**src/rtl/mmio_uart_tx_if.sv**
```systemverilog
// CPU data-bus bundle for the memory-mapped UART transmitter.
// The master side drives address/data/strobes; the slave side returns read data and select.
interface mmio_uart_tx_if;
  logic [31:0] address;
  logic [31:0] wd;
  logic [3:0]  write_byte_enable;
  logic        we;
  logic [31:0] rd;
  logic        sel;

  modport master (
    output address,
    output wd,
    output write_byte_enable,
    output we,
    input  rd,
    input  sel
  );

  modport slave (
    input  address,
    input  wd,
    input  write_byte_enable,
    input  we,
    output rd,
    output sel
  );
endinterface

```
**src/rtl/mmio_uart_tx.sv**
```systemverilog
// Memory-mapped 8N1 UART transmitter: a TXDATA/STATUS register pair in front of a byte FIFO
// and a start/data/stop serialiser.
module mmio_uart_tx #(
  parameter logic [31:0] BASE_ADDR    = 32'hFFFF_FF00,
  parameter int          CLKS_PER_BIT = 16,
  parameter int          FIFO_DEPTH   = 4
) (
  input  logic                 clk,
  input  logic                 rst_n,
  mmio_uart_tx_if.slave        bus,
  output logic                 tx,
  output logic                 busy
);

  localparam int PTR_W  = (FIFO_DEPTH > 1) ? $clog2(FIFO_DEPTH) : 1;
  localparam int CNT_W  = $clog2(FIFO_DEPTH + 1);
  localparam int BAUD_W = $clog2(CLKS_PER_BIT);

  localparam logic [CNT_W-1:0]  DEPTH_C     = CNT_W'(FIFO_DEPTH);
  localparam logic [BAUD_W-1:0] BAUD_LAST   = BAUD_W'(CLKS_PER_BIT - 1);
  localparam logic [31:0]       STATUS_ADDR = BASE_ADDR + 32'd4;

  typedef enum logic [1:0] {
    IDLE,
    START,
    DATA,
    STOP
  } state_t;

  state_t            state;
  logic [7:0]        fifo_mem [FIFO_DEPTH];
  logic [PTR_W-1:0]  wr_ptr;
  logic [PTR_W-1:0]  rd_ptr;
  logic [CNT_W-1:0]  count;
  logic              overflow;
  logic [7:0]        shift;
  logic [2:0]        bit_cnt;
  logic [BAUD_W-1:0] baud_cnt;

  logic        hit_data;
  logic        hit_status;
  logic        push_req;
  logic        fifo_full;
  logic        fifo_empty;
  logic        do_push;
  logic        do_drop;
  logic        do_pop;
  logic        ovf_clear;
  logic        bit_done;
  logic [31:0] status;
  logic        unused_bits;

  assign hit_data   = (bus.address == BASE_ADDR);
  assign hit_status = (bus.address == STATUS_ADDR);

  // Full is judged on the pre-edge count, so a push to a full FIFO drops even if a pop happens too.
  assign push_req   = bus.we && hit_data && bus.write_byte_enable[0];
  assign fifo_full  = (count == DEPTH_C);
  assign fifo_empty = (count == '0);
  assign do_push    = push_req && !fifo_full;
  assign do_drop    = push_req && fifo_full;
  assign ovf_clear  = bus.we && hit_status && bus.write_byte_enable[0] && bus.wd[3];

  assign bit_done = (baud_cnt == BAUD_LAST);
  assign do_pop   = !fifo_empty && ((state == IDLE) || ((state == STOP) && bit_done));

  assign busy    = !fifo_empty || (state != IDLE);
  assign status  = {28'd0, overflow, busy, fifo_empty, fifo_full};
  assign bus.sel = hit_data || hit_status;
  assign bus.rd  = hit_status ? status : 32'd0;

  assign unused_bits = ^{bus.wd[31:8], bus.write_byte_enable[3:1]};

  always_ff @(posedge clk) begin
    if (do_push) begin
      fifo_mem[wr_ptr] <= bus.wd[7:0];
    end
  end

  always_ff @(posedge clk or negedge rst_n) begin
    if (!rst_n) begin
      wr_ptr <= '0;
      rd_ptr <= '0;
      count  <= '0;
    end else begin
      if (do_push) begin
        wr_ptr <= wr_ptr + 1'b1;
      end
      if (do_pop) begin
        rd_ptr <= rd_ptr + 1'b1;
      end
      case ({do_push, do_pop})
        2'b10:   count <= count + 1'b1;
        2'b01:   count <= count - 1'b1;
        default: count <= count;
      endcase
    end
  end

  // A dropped push wins over a clear landing on the same edge.
  always_ff @(posedge clk or negedge rst_n) begin
    if (!rst_n) begin
      overflow <= 1'b0;
    end else if (do_drop) begin
      overflow <= 1'b1;
    end else if (ovf_clear) begin
      overflow <= 1'b0;
    end
  end

  always_ff @(posedge clk or negedge rst_n) begin
    if (!rst_n) begin
      state    <= IDLE;
      tx       <= 1'b1;
      shift    <= '0;
      bit_cnt  <= '0;
      baud_cnt <= '0;
    end else begin
      case (state)
        IDLE: begin
          tx <= 1'b1;
          if (!fifo_empty) begin
            shift    <= fifo_mem[rd_ptr];
            bit_cnt  <= '0;
            baud_cnt <= '0;
            tx       <= 1'b0;
            state    <= START;
          end
        end

        START: begin
          if (bit_done) begin
            baud_cnt <= '0;
            tx       <= shift[0];
            state    <= DATA;
          end else begin
            baud_cnt <= baud_cnt + 1'b1;
          end
        end

        DATA: begin
          if (bit_done) begin
            baud_cnt <= '0;
            if (bit_cnt == 3'd7) begin
              tx    <= 1'b1;
              state <= STOP;
            end else begin
              bit_cnt <= bit_cnt + 1'b1;
              shift   <= {1'b0, shift[7:1]};
              tx      <= shift[1];
            end
          end else begin
            baud_cnt <= baud_cnt + 1'b1;
          end
        end

        // Chain straight into the next start bit when more data is waiting.
        STOP: begin
          if (bit_done) begin
            baud_cnt <= '0;
            if (!fifo_empty) begin
              shift   <= fifo_mem[rd_ptr];
              bit_cnt <= '0;
              tx      <= 1'b0;
              state   <= START;
            end else begin
              tx    <= 1'b1;
              state <= IDLE;
            end
          end else begin
            baud_cnt <= baud_cnt + 1'b1;
          end
        end

        default: begin
          tx    <= 1'b1;
          state <= IDLE;
        end
      endcase
    end
  end

endmodule
```
**src/flat_wrapper.sv**
```systemverilog
// flat-port wrapper written by rule: the top's interface ports become plain ports
module mmio_uart_tx_flat 
#(
  parameter logic [31:0] BASE_ADDR    = 32'hFFFF_FF00,
  parameter int          CLKS_PER_BIT = 16,
  parameter int          FIFO_DEPTH   = 4
)
  (clk, rst_n, tx, busy, bus_address, bus_wd, bus_write_byte_enable, bus_we, bus_rd, bus_sel);
  mmio_uart_tx_if bus_i ();
  input  logic clk;
  input  logic rst_n;
  output logic tx;
  output logic busy;
  input wire logic [$bits(bus_i.address)-1:0] bus_address;
  input wire logic [$bits(bus_i.wd)-1:0] bus_wd;
  input wire logic [$bits(bus_i.write_byte_enable)-1:0] bus_write_byte_enable;
  input wire logic [$bits(bus_i.we)-1:0] bus_we;
  output wire logic [$bits(bus_i.rd)-1:0] bus_rd;
  output wire logic [$bits(bus_i.sel)-1:0] bus_sel;
  assign bus_i.address = bus_address;
  assign bus_i.wd = bus_wd;
  assign bus_i.write_byte_enable = bus_write_byte_enable;
  assign bus_i.we = bus_we;
  assign bus_rd = bus_i.rd;
  assign bus_sel = bus_i.sel;
  mmio_uart_tx #(.BASE_ADDR(BASE_ADDR), .CLKS_PER_BIT(CLKS_PER_BIT), .FIFO_DEPTH(FIFO_DEPTH)) u_core (.clk(clk), .rst_n(rst_n), .bus(bus_i), .tx(tx), .busy(busy));
endmodule
```
**config.mk**
```make
export PLATFORM = sky130hd
export DESIGN_NAME = mmio_uart_tx_flat
export DESIGN_NICKNAME = d
export VERILOG_FILES = /design/src/rtl/mmio_uart_tx_if.sv /design/src/rtl/mmio_uart_tx.sv /design/src/flat_wrapper.sv
export SDC_FILE = /design/constraint.sdc
export NUM_CORES = 1
export LEC_CHECK = 0
export BUFFER_PORTS_ARGS = -buffer_cell sky130_fd_sc_hd__buf_2
export CAP_MARGIN = 15
export CORE_ASPECT_RATIO = 0.5
export CORE_MARGIN = 4
export CORE_UTILIZATION = 30
export DETAILED_ROUTE_END_ITERATION = 16
export PLACE_DENSITY = 0.6
export SKIP_LAST_GASP = 1
export SYNTH_ARGS = -nofsm -noshare
export SYNTH_HDL_FRONTEND = slang
export SYNTH_SLANG_ARGS = --single-unit
export TNS_END_PERCENT = 1
```
**constraint.sdc**
```tcl
create_clock -name clk -period 3.2 [get_ports clk]
set_clock_uncertainty 0.2 [all_clocks]
set_input_delay 0.96 -clock clk [delete_from_list [all_inputs] [get_ports clk]]
set_output_delay 0.96 -clock clk [all_outputs]
set_load 0.01 [all_outputs]
```
==> run summary, run 1 <==
=========================================================================================
Number of antenna diodes                                                                0
Post-Synthesis Cell Area                                                     0.002985 mm²
Type of the tightest min-delay check                                         flop to flop
Vias in the first global route                                                       2025
TritonCTS Sinks                                                                        58
Initial cell density of the core                                                   0.3119
Total of max-cap violations                                                             0
Standard-cell rows                                                                     25
Max Fanout on Critical Path                                                             4
Portion of the post-synthesis area used by sequential elements                     0.5402
Detailed-route wire length per cell                                              13.70 µm
Hold WS                                                                         0.3003 ns
Total of flip-flops plus latches after synthesis                                       58
Max-slew violation count                                                                0
Worst EP arrival                                                                  2.36 ns
Number of cells on the worst reg-to-reg path                                            6
Measured slew at the worst slew-check pin                                       0.6267 ns
Tightest slew margin relative to the limit                                         0.5822
Maximum frequency from static timing analysis                                   284.0 MHz
Period minus WS final                                                            3.521 ns
Global router's overall resource usage                                             0.1076
Yosys Warn Count                                                                        0
Filler cell count                                                                     915
Overall die area                                                              0.01171 mm²
Number of remaining DRC errors                                                          0
Port-buffer cells                                                                      50
Cts bufs inserted                                                                       9
Status                                                                       finished, violations left
Area of the core                                                             0.009572 mm²
Total global routing overflow                                                           0
CTS root buffer                                                              sky130_fd_sc_hd__clkbuf_16
Cell count after synthesis                                                            223
Placed wire-length estimate                                                       4394 µm
WL final                                                                          5917 µm
Most used flip-flop cell after synthesis                                     sky130_fd_sc_hd__edfxtp_1
Distinct cell type count of the synthesized netlist                                    42
Post-layout worst setup margin                                                 -0.3215 ns
Via-per-instance ratio                                                              4.315
Layout cell share with drive strength beyond 1                                     0.3805
Clk_lat worst skew                                                                0.32 ns
Violations in the final reports                                              negative setup slack
Placer's final routability congestion estimate                                     0.6922
Die width                                                                        149.1 µm
Area added between synthesis and finish                                            24.69%
Post-route fraction of the period consumed by the critical path                     1.100
Fin nets                                                                              378
Initial detailed-routing violation count                                               83
ANT nets after route                                                                    0
Antenna violations before repair                                                        0
Clock transition at path regs                                                     0.05 ns
H-tree levels                                                                           3
Count of final hold-check violations                                                    0
Number of primary I/O pins                                                            106
Max VDD drop                                                                    0.3440 mV
Pleak                                                                            1.630 nW
Post CTS Setup Buffer Count                                                             0
Avg Synthesized Cell Area                                                       13.39 µm²
Proportion of register bits with asynchronous set or reset after synthesis         0.4483
Setup crit end kind                                                            output pin
Post-cts resize count                                                                   0
Clock Path Buffers                                                                      2
Pin count of the biggest net entering global routing                                   27
Worst hold path stage count                                                             1
Die span in y                                                                    78.54 µm
Routed via count                                                                     1864
Critical Path RT                                                                  2.04 ns
EDFF count, synth                                                                      32
First-pass detailed-route iteration total                                               4
RSZ-0062 raised after global routing                                                 true
Endpoints failing setup                                                                 5
Startpoint kind of the worst setup timing path                                  input pin
Critical path class                                                          input pin to output pin
Total Negative Setup Slacks                                                     -1.351 ns
Power density relative to cell area                                          516.9 mW/mm²
Clock tree from TritonCTS                                                           built
Global-route wire length before repair                                            9701 µm
=========================================================================================
==> worst max-delay path, cell delays in order <==
cell	delay [ns]
sky130_fd_sc_hd__buf_2	0.10
sky130_fd_sc_hd__or4b_4	0.53
sky130_fd_sc_hd__nor4_4	0.26
sky130_fd_sc_hd__nand3_2	0.19
sky130_fd_sc_hd__nor4_4	0.16
sky130_fd_sc_hd__buf_2	0.16
==> layer usage <==
layer,vias to the layer above,track usage,share of wire
li1,906,-,-
met1,903,0.1194,0.42
met2,48,0.1902,0.52
met3,7,0.04037,0.049
met4,0,0.03836,0.016
met5,-,0,0
==> where the power goes <==
part           total, mW  internal (mW)  switching (mW)  leakage [nW]
clock              0.996          0.675           0.322         0.152
combinational     0.0878         0.0442          0.0436         0.836
sequential         0.840          0.824          0.0161         0.642
==> timing repair <==
item / in CTS / in global routing
endpoints found under the hold margin: 0 / 0
pin swaps: 0 / 0
endpoints found under the setup margin: 5 / 5
hold buffers: 0 / 0
==> synth_stat cells, types with 5 or more instances <==
master / count / area share
sky130_fd_sc_hd__ha_1: 14 / 0.059
sky130_fd_sc_hd__mux2_2: 18 / 0.068
sky130_fd_sc_hd__nand2_1: 8 / 0.010
sky130_fd_sc_hd__mux4_2: 8 / 0.060
sky130_fd_sc_hd__inv_1: 9 / 0.011
sky130_fd_sc_hd__buf_4: 28 / 0.070
sky130_fd_sc_hd__o21ai_0: 10 / 0.017
sky130_fd_sc_hd__dfrtp_1: 25 / 0.21
sky130_fd_sc_hd__nand4_1: 7 / 0.015
sky130_fd_sc_hd__nor2_1: 11 / 0.014
sky130_fd_sc_hd__edfxtp_1: 32 / 0.32
sky130_fd_sc_hd__and3_1: 5 / 0.010
==> metrics by stage <==
stage | setup slack [ns] | power (mW) | area, µm² | util | instances
finish | -0.3215 | 1.924 | 3722 | 0.3889 | 432
detailed placement | -0.3271 | 0.9418 | 3412 | 0.3565 | 416
CTS | -0.3275 | 1.944 | 3722 | 0.3889 | 432
floorplan | -0.1302 | 0.9211 | 3109 | - | 250
global route | -0.4064 | 1.991 | 3722 | 0.3889 | 432
global placement | -0.3218 | 0.9353 | 3412 | 0.3565 | 416
==> worst paths after layout <==
check	startpoint	endpoint	slack [ns]
max	bus_address[1]	bus_rd[1]	-0.32
min	u_core.shift[5]	u_core.shift[5]	0.30
max reg2reg	u_core.state[0]	u_core.shift[7]	0.70
min reg2reg	u_core.shift[5]	u_core.shift[5]	0.30
max in group asynchronous	rst_n	u_core.shift[5]	1.97
min in group asynchronous	rst_n	u_core.baud_cnt[1]	0.43
==> kinds of logic (layout without fill, tap and decap cells) <==
group / Yosys count / after routing / share of synthesized area
other: 1 / 28 / 0.001256
AOI/OAI and AO/OA: 22 / 22 / 0.05030
muxes: 28 / 28 / 0.1366
and+or+nand+nor: 52 / 52 / 0.1014
xor gates and xnor gates: 6 / 6 / 0.01761
adders and majority gates: 15 / 15 / 0.06538
DFF: 58 / 58 / 0.5402
buffers and inverters: 41 / 88 / 0.08717
==> cell type report <==
type                            count  area (µm²)  area share
Timing Repair Buffer               63       360.3     0.09681
Inverter                            9       33.78    0.009076
Multi-Input combinational cell    151        1236      0.3321
Sequential cell                    58        1613      0.4333
Clock buffer                       10       229.0     0.06151
Tap cell                          135       168.9     0.04538
Clock inverter                      6       81.33     0.02185
==> sequential cells by signal, indices dropped and copies added, names as in the netlist <==
register / count
u_core.baud_cnt: 4
u_core.shift: 8
u_core.wr_ptr: 2
u_core.fifo_mem: 32
u_core.state: 2
u_core.bit_cnt: 3
u_core.overflow: 1
u_core.count: 3
u_core.rd_ptr: 2
u_core.tx: 1
==> layout by cell type (no fill, tap or decap), types with 2 or more instances in the layout <==
master                      instances
sky130_fd_sc_hd__a21o_1             2
sky130_fd_sc_hd__a21oi_1            2
sky130_fd_sc_hd__a22o_1             2
sky130_fd_sc_hd__and3_1             5
sky130_fd_sc_hd__buf_2             50
sky130_fd_sc_hd__buf_4             12
sky130_fd_sc_hd__bufinv_16          2
sky130_fd_sc_hd__clkbuf_16          9
sky130_fd_sc_hd__clkinv_1           2
sky130_fd_sc_hd__conb_1            28
sky130_fd_sc_hd__dfrtp_1           25
sky130_fd_sc_hd__edfxtp_1          32
sky130_fd_sc_hd__ha_1              14
sky130_fd_sc_hd__inv_1              9
sky130_fd_sc_hd__mux2_2            18
sky130_fd_sc_hd__mux4_2             8
sky130_fd_sc_hd__nand2_1            8
sky130_fd_sc_hd__nand2b_1           2
sky130_fd_sc_hd__nand3_1            2
sky130_fd_sc_hd__nand3_2            2
sky130_fd_sc_hd__nand4_1            7
sky130_fd_sc_hd__nor2_1            11
sky130_fd_sc_hd__nor2b_1            2
sky130_fd_sc_hd__nor3_1             3
sky130_fd_sc_hd__nor4_4             2
sky130_fd_sc_hd__o21ai_0           10
sky130_fd_sc_hd__o41ai_1            2
sky130_fd_sc_hd__xnor2_1            3
sky130_fd_sc_hd__xor2_1             3
No activity file was read; power rests on OpenSTA's default activity.
==> run 2, diff against run 1 <==
Settings changed: ABC_AREA set to 1, PLACE_DENSITY 0.6 to 0.59.
==> run 2 against run 1 <==
The flow now finishes without violations. Utilization is 1.7 points lower. Clock power is 2% lower. Count of clock-buffer cells in the layout is 1 lower.
==> run summary, run 2 <==
=========================================================================================
Status                                                                          completed   was finished, violations left
Clk_lat worst skew                                                                0.32 ns   about the same
Core Util, Final                                                                   0.3714   was 0.3889
Distinct cell type count of the synthesized netlist                                    32   was 42
Synth area leaders                                                           sky130_fd_sc_hd__edfxtp_1 (30%), sky130_fd_sc_hd__dfrtp_1 (19%), sky130_fd_sc_hd__nand2_1 (12%)   was sky130_fd_sc_hd__edfxtp_1 (32%), sky130_fd_sc_hd__dfrtp_1 (21%), sky130_fd_sc_hd__buf_4 (7.0%)
Die span in y                                                                    81.34 µm   was 78.54 µm
Design Power                                                                     1.829 mW   was 1.924 mW
Flip-flop count of the largest register after layout                                   32   unchanged
RSZ-0062 raised after global routing                                                false   was true
Cell taking the most area after synthesis                                    sky130_fd_sc_hd__edfxtp_1   unchanged
Cell count after synthesis                                                            362   was 223
Post-Synthesis Cell Area                                                     0.003227 mm²   was 0.002985 mm²
CTS root buffer                                                              sky130_fd_sc_hd__clkbuf_16   unchanged
Global router's overall resource usage                                            0.09976   was 0.1076
Worst flop-to-flop path endpoint                                             u_core.count[2]   was u_core.shift[7]
Yosys Warn Count                                                                        0   unchanged
Avg Synthesized Cell Area                                                       8.914 µm²   was 13.39 µm²
Area share of the leading cell type in the synthesized netlist                     0.2978   was 0.3219
Number of cells after detailed placement                                              549   was 416
Clock tree from TritonCTS                                                           built   unchanged
Cell mode on critical path                                                   sky130_fd_sc_hd__buf_2
Series of cell instances along the critical path                             buf_2, nor2_1, nand2_1, nor3_2, nand2_2, o21ai_0, buf_2   was buf_2, or4b_4, nor4_4, nand3_2, nor4_4, buf_2
RR Startpoint                                                                u_core.state[0]   unchanged
Total of max-cap violations                                                             0   unchanged
Total global routing overflow                                                           0   unchanged
Measured slew at the worst slew-check pin                                       0.6277 ns   was 0.6267 ns
Placed wire-length estimate                                                       4328 µm   was 4394 µm
Placer's final routability congestion estimate                                     0.7414   was 0.6922
Hold WS                                                                         0.2714 ns   was 0.3003 ns
Layout cell share with drive strength beyond 1                                     0.2170   was 0.3805
Global-route wire length before repair                                            9922 µm   was 9701 µm
Max VDD drop                                                                    0.3009 mV   was 0.3440 mV
WL final                                                                          5967 µm   was 5917 µm
Library cell with the highest instance count after synthesis                 sky130_fd_sc_hd__nand2_1   was sky130_fd_sc_hd__edfxtp_1
Post-layout worst setup margin                                                  0.1212 ns   was -0.3215 ns
Pin count of the biggest net entering global routing                                   27   unchanged
Register ranked first by flip-flop count                                     u_core.fifo_mem   unchanged
Leading cell type in the layout, fill and taps excluded                      sky130_fd_sc_hd__nand2_1   was sky130_fd_sc_hd__buf_2
Number of antenna diodes                                                                0   unchanged
Critical path class                                                          input pin to output pin   unchanged
Final instance area                                                          0.003842 mm²   was 0.003722 mm²
Initial detailed-routing violation count                                              127   was 83
Initial cell density of the core                                                   0.3119   about the same
Top library cells by usage in the layout, fill and taps aside                sky130_fd_sc_hd__nand2_1 (98), sky130_fd_sc_hd__buf_2 (50), sky130_fd_sc_hd__inv_1 (42)   was sky130_fd_sc_hd__buf_2 (50), sky130_fd_sc_hd__edfxtp_1 (32), sky130_fd_sc_hd__conb_1 (28)
Critical path's slowest cell                                                 sky130_fd_sc_hd__nor3_2   was sky130_fd_sc_hd__or4b_4
Type of the tightest min-delay check                                         flop to flop   unchanged
Placed Instance Area                                                         0.003527 mm²   was 0.003412 mm²
ANT nets after route                                                                    0   unchanged
Overall die area                                                              0.01258 mm²   was 0.01171 mm²
Number of remaining DRC errors                                                          0   unchanged
Power density relative to cell area                                          475.9 mW/mm²   was 516.9 mW/mm²
Count of hold buffers inserted by post-cts repair                                       0   unchanged
Port-buffer cells                                                                      50   unchanged
Delay contributed by the slowest stage of the critical path                       0.25 ns   was 0.53 ns
Critical Path Source                                                         bus_address[7]   was bus_address[1]
Critical Path RT                                                                  2.04 ns   about the same
H-tree levels                                                                           3   unchanged
Antenna violations before repair                                                        0   unchanged
Tightest slew margin relative to the limit                                         0.5815   was 0.5822
Largest registers ranked by flip-flop count                                  u_core.fifo_mem: 32 flops, u_core.shift: 8 flops, u_core.baud_cnt: 4 flops   unchanged
TritonCTS Sinks                                                                        58   unchanged
Standard-cell rows                                                                     26   was 25
Final Non-Filler Cells                                                                564   was 432
Period minus WS final                                                            3.079 ns   was 3.521 ns
Area of the core                                                              0.01034 mm²   was 0.009572 mm²
Routed via count                                                                     2326   was 1864
Startpoint kind of the worst setup timing path                                  input pin   unchanged
First-pass detailed-route iteration total                                               4   unchanged
Max-slew violation count                                                                0   unchanged
Endpoints failing setup                                                                 0   was 5
Pleak                                                                            1.841 nW   was 1.630 nW
Most used flip-flop cell after synthesis                                     sky130_fd_sc_hd__edfxtp_1   unchanged
Count of final hold-check violations                                                    0   unchanged
Clock Path Buffers                                                                      2   unchanged
Proportion of register bits with asynchronous set or reset after synthesis         0.4483   unchanged
Cts bufs inserted                                                                       9   unchanged
Fin nets                                                                              506   was 378
Number of cells on the worst reg-to-reg path                                           11   was 6
Die width                                                                        154.7 µm   was 149.1 µm
End point of the critical path                                                    bus_sel   was bus_rd[1]
Area added between synthesis and finish                                            19.08%   was 24.69%
Worst reg2reg setup slack                                                         0.77 ns   was 0.70 ns
Via-per-instance ratio                                                              4.124   was 4.315
Clock transition at path regs                                                     0.05 ns   about the same
Vias in the first global route                                                       2152   was 2025
Setup crit end kind                                                            output pin   unchanged
Portion of the post-synthesis area used by sequential elements                     0.4998   was 0.5402
Commonest cells in the netlist                                               sky130_fd_sc_hd__nand2_1 (99), sky130_fd_sc_hd__inv_1 (42), sky130_fd_sc_hd__edfxtp_1 (32)   was sky130_fd_sc_hd__edfxtp_1 (32), sky130_fd_sc_hd__buf_4 (28), sky130_fd_sc_hd__dfrtp_1 (25)
Post CTS Setup Buffer Count                                                             0   unchanged
Total Negative Setup Slacks                                                          0 ns   was -1.351 ns
Detailed-route wire length per cell                                              10.58 µm   was 13.70 µm
Post-cts resize count                                                                   0   unchanged
Total of flip-flops plus latches after synthesis                                       58   unchanged
Max Fanout on Critical Path                                                             5   was 4
Worst EP arrival                                                                  1.92 ns   was 2.36 ns
Number of primary I/O pins                                                            106   unchanged
Post-route fraction of the period consumed by the critical path                    0.9621   was 1.100
EDFF count, synth                                                                      32   unchanged
Maximum frequency from static timing analysis                                   324.8 MHz   was 284.0 MHz
Worst slack at placement                                                       0.06123 ns   was -0.3271 ns
=========================================================================================
## run 2: cell types whose count changed in the layout (fill, tap and decap cells not counted), moves of 4 or more
cell	previous run	this run
sky130_fd_sc_hd__nand3_1	2	20
sky130_fd_sc_hd__mux2_2	18	0
sky130_fd_sc_hd__buf_4	12	5
sky130_fd_sc_hd__nand2_1	8	98
sky130_fd_sc_hd__mux4_2	8	0
sky130_fd_sc_hd__nand2_2	0	4
sky130_fd_sc_hd__inv_1	9	42
sky130_fd_sc_hd__nor2_1	11	29
sky130_fd_sc_hd__nand4_1	7	3
sky130_fd_sc_hd__inv_2	0	4
sky130_fd_sc_hd__o21ai_0	10	14
sky130_fd_sc_hd__o21ai_1	0	7
sky130_fd_sc_hd__and3_1	5	0
sky130_fd_sc_hd__a21oi_1	2	11
## run 2: layout make-up
class / instances / area (µm²)
fill: 1037 / 6502
sequential: 58 / 1613
multi-input combinational: 250 / 1286
timing repair buffer: 55 / 287.8
clock buffer: 9 / 225.2
tap: 140 / 175.2
inverter: 46 / 172.7
clock inverter: 6 / 82.58
## run 2: worst min path at each step
| stage | from | end | slack, ns | cells past startpoint |
|---|---|---|---|---|
| 6_report | u_core.tx | u_core.tx | 0.27 | 2 |
| 2_1_floorplan | u_core.overflow | u_core.overflow | 0.24 | 2 |
| 4_1_cts | u_core.tx | u_core.tx | 0.27 | 2 |
| 3_3_place_gp | u_core.overflow | u_core.overflow | 0.26 | 2 |
| 5_1_grt | u_core.bit_cnt[0] | u_core.bit_cnt[0] | 0.32 | 1 |
| 3_5_place_dp | u_core.overflow | u_core.overflow | 0.26 | 2 |
## run 2: critical path: cells and delay by family
family          cells  cell delay [ns]
simple gates        4             0.58
buf+inv             2             0.26
compound gates      1             0.11
## run 2: power by group
part,total (mW),switching (mW),internal [mW],leakage (nW)
clock network,0.976,0.305,0.671,0.153
registers,0.791,0.000000000440,0.791,0.608
logic,0.0614,0.0391,0.0223,1.08
total,1.83,0.344,1.48,1.84
## run 2: logic make-up after synthesis
group,synth area share
xor gates and xnor gates,0.008144
adders and majority gates,0.06049
other,0.001162
DFF,0.4998
and+or+nand+nor,0.2350
buffers and inverters,0.1353
AOI/OAI and AO/OA,0.06010
## run 2: per-layer routing
layer	global-route usage	part of all wire	up-vias
met1	0.1224	0.50	1042
met5	0	0	-
met4	0.03084	0.0085	0
met2	0.1643	0.43	63
li1	-	-	1217
met3	0.03885	0.063	4
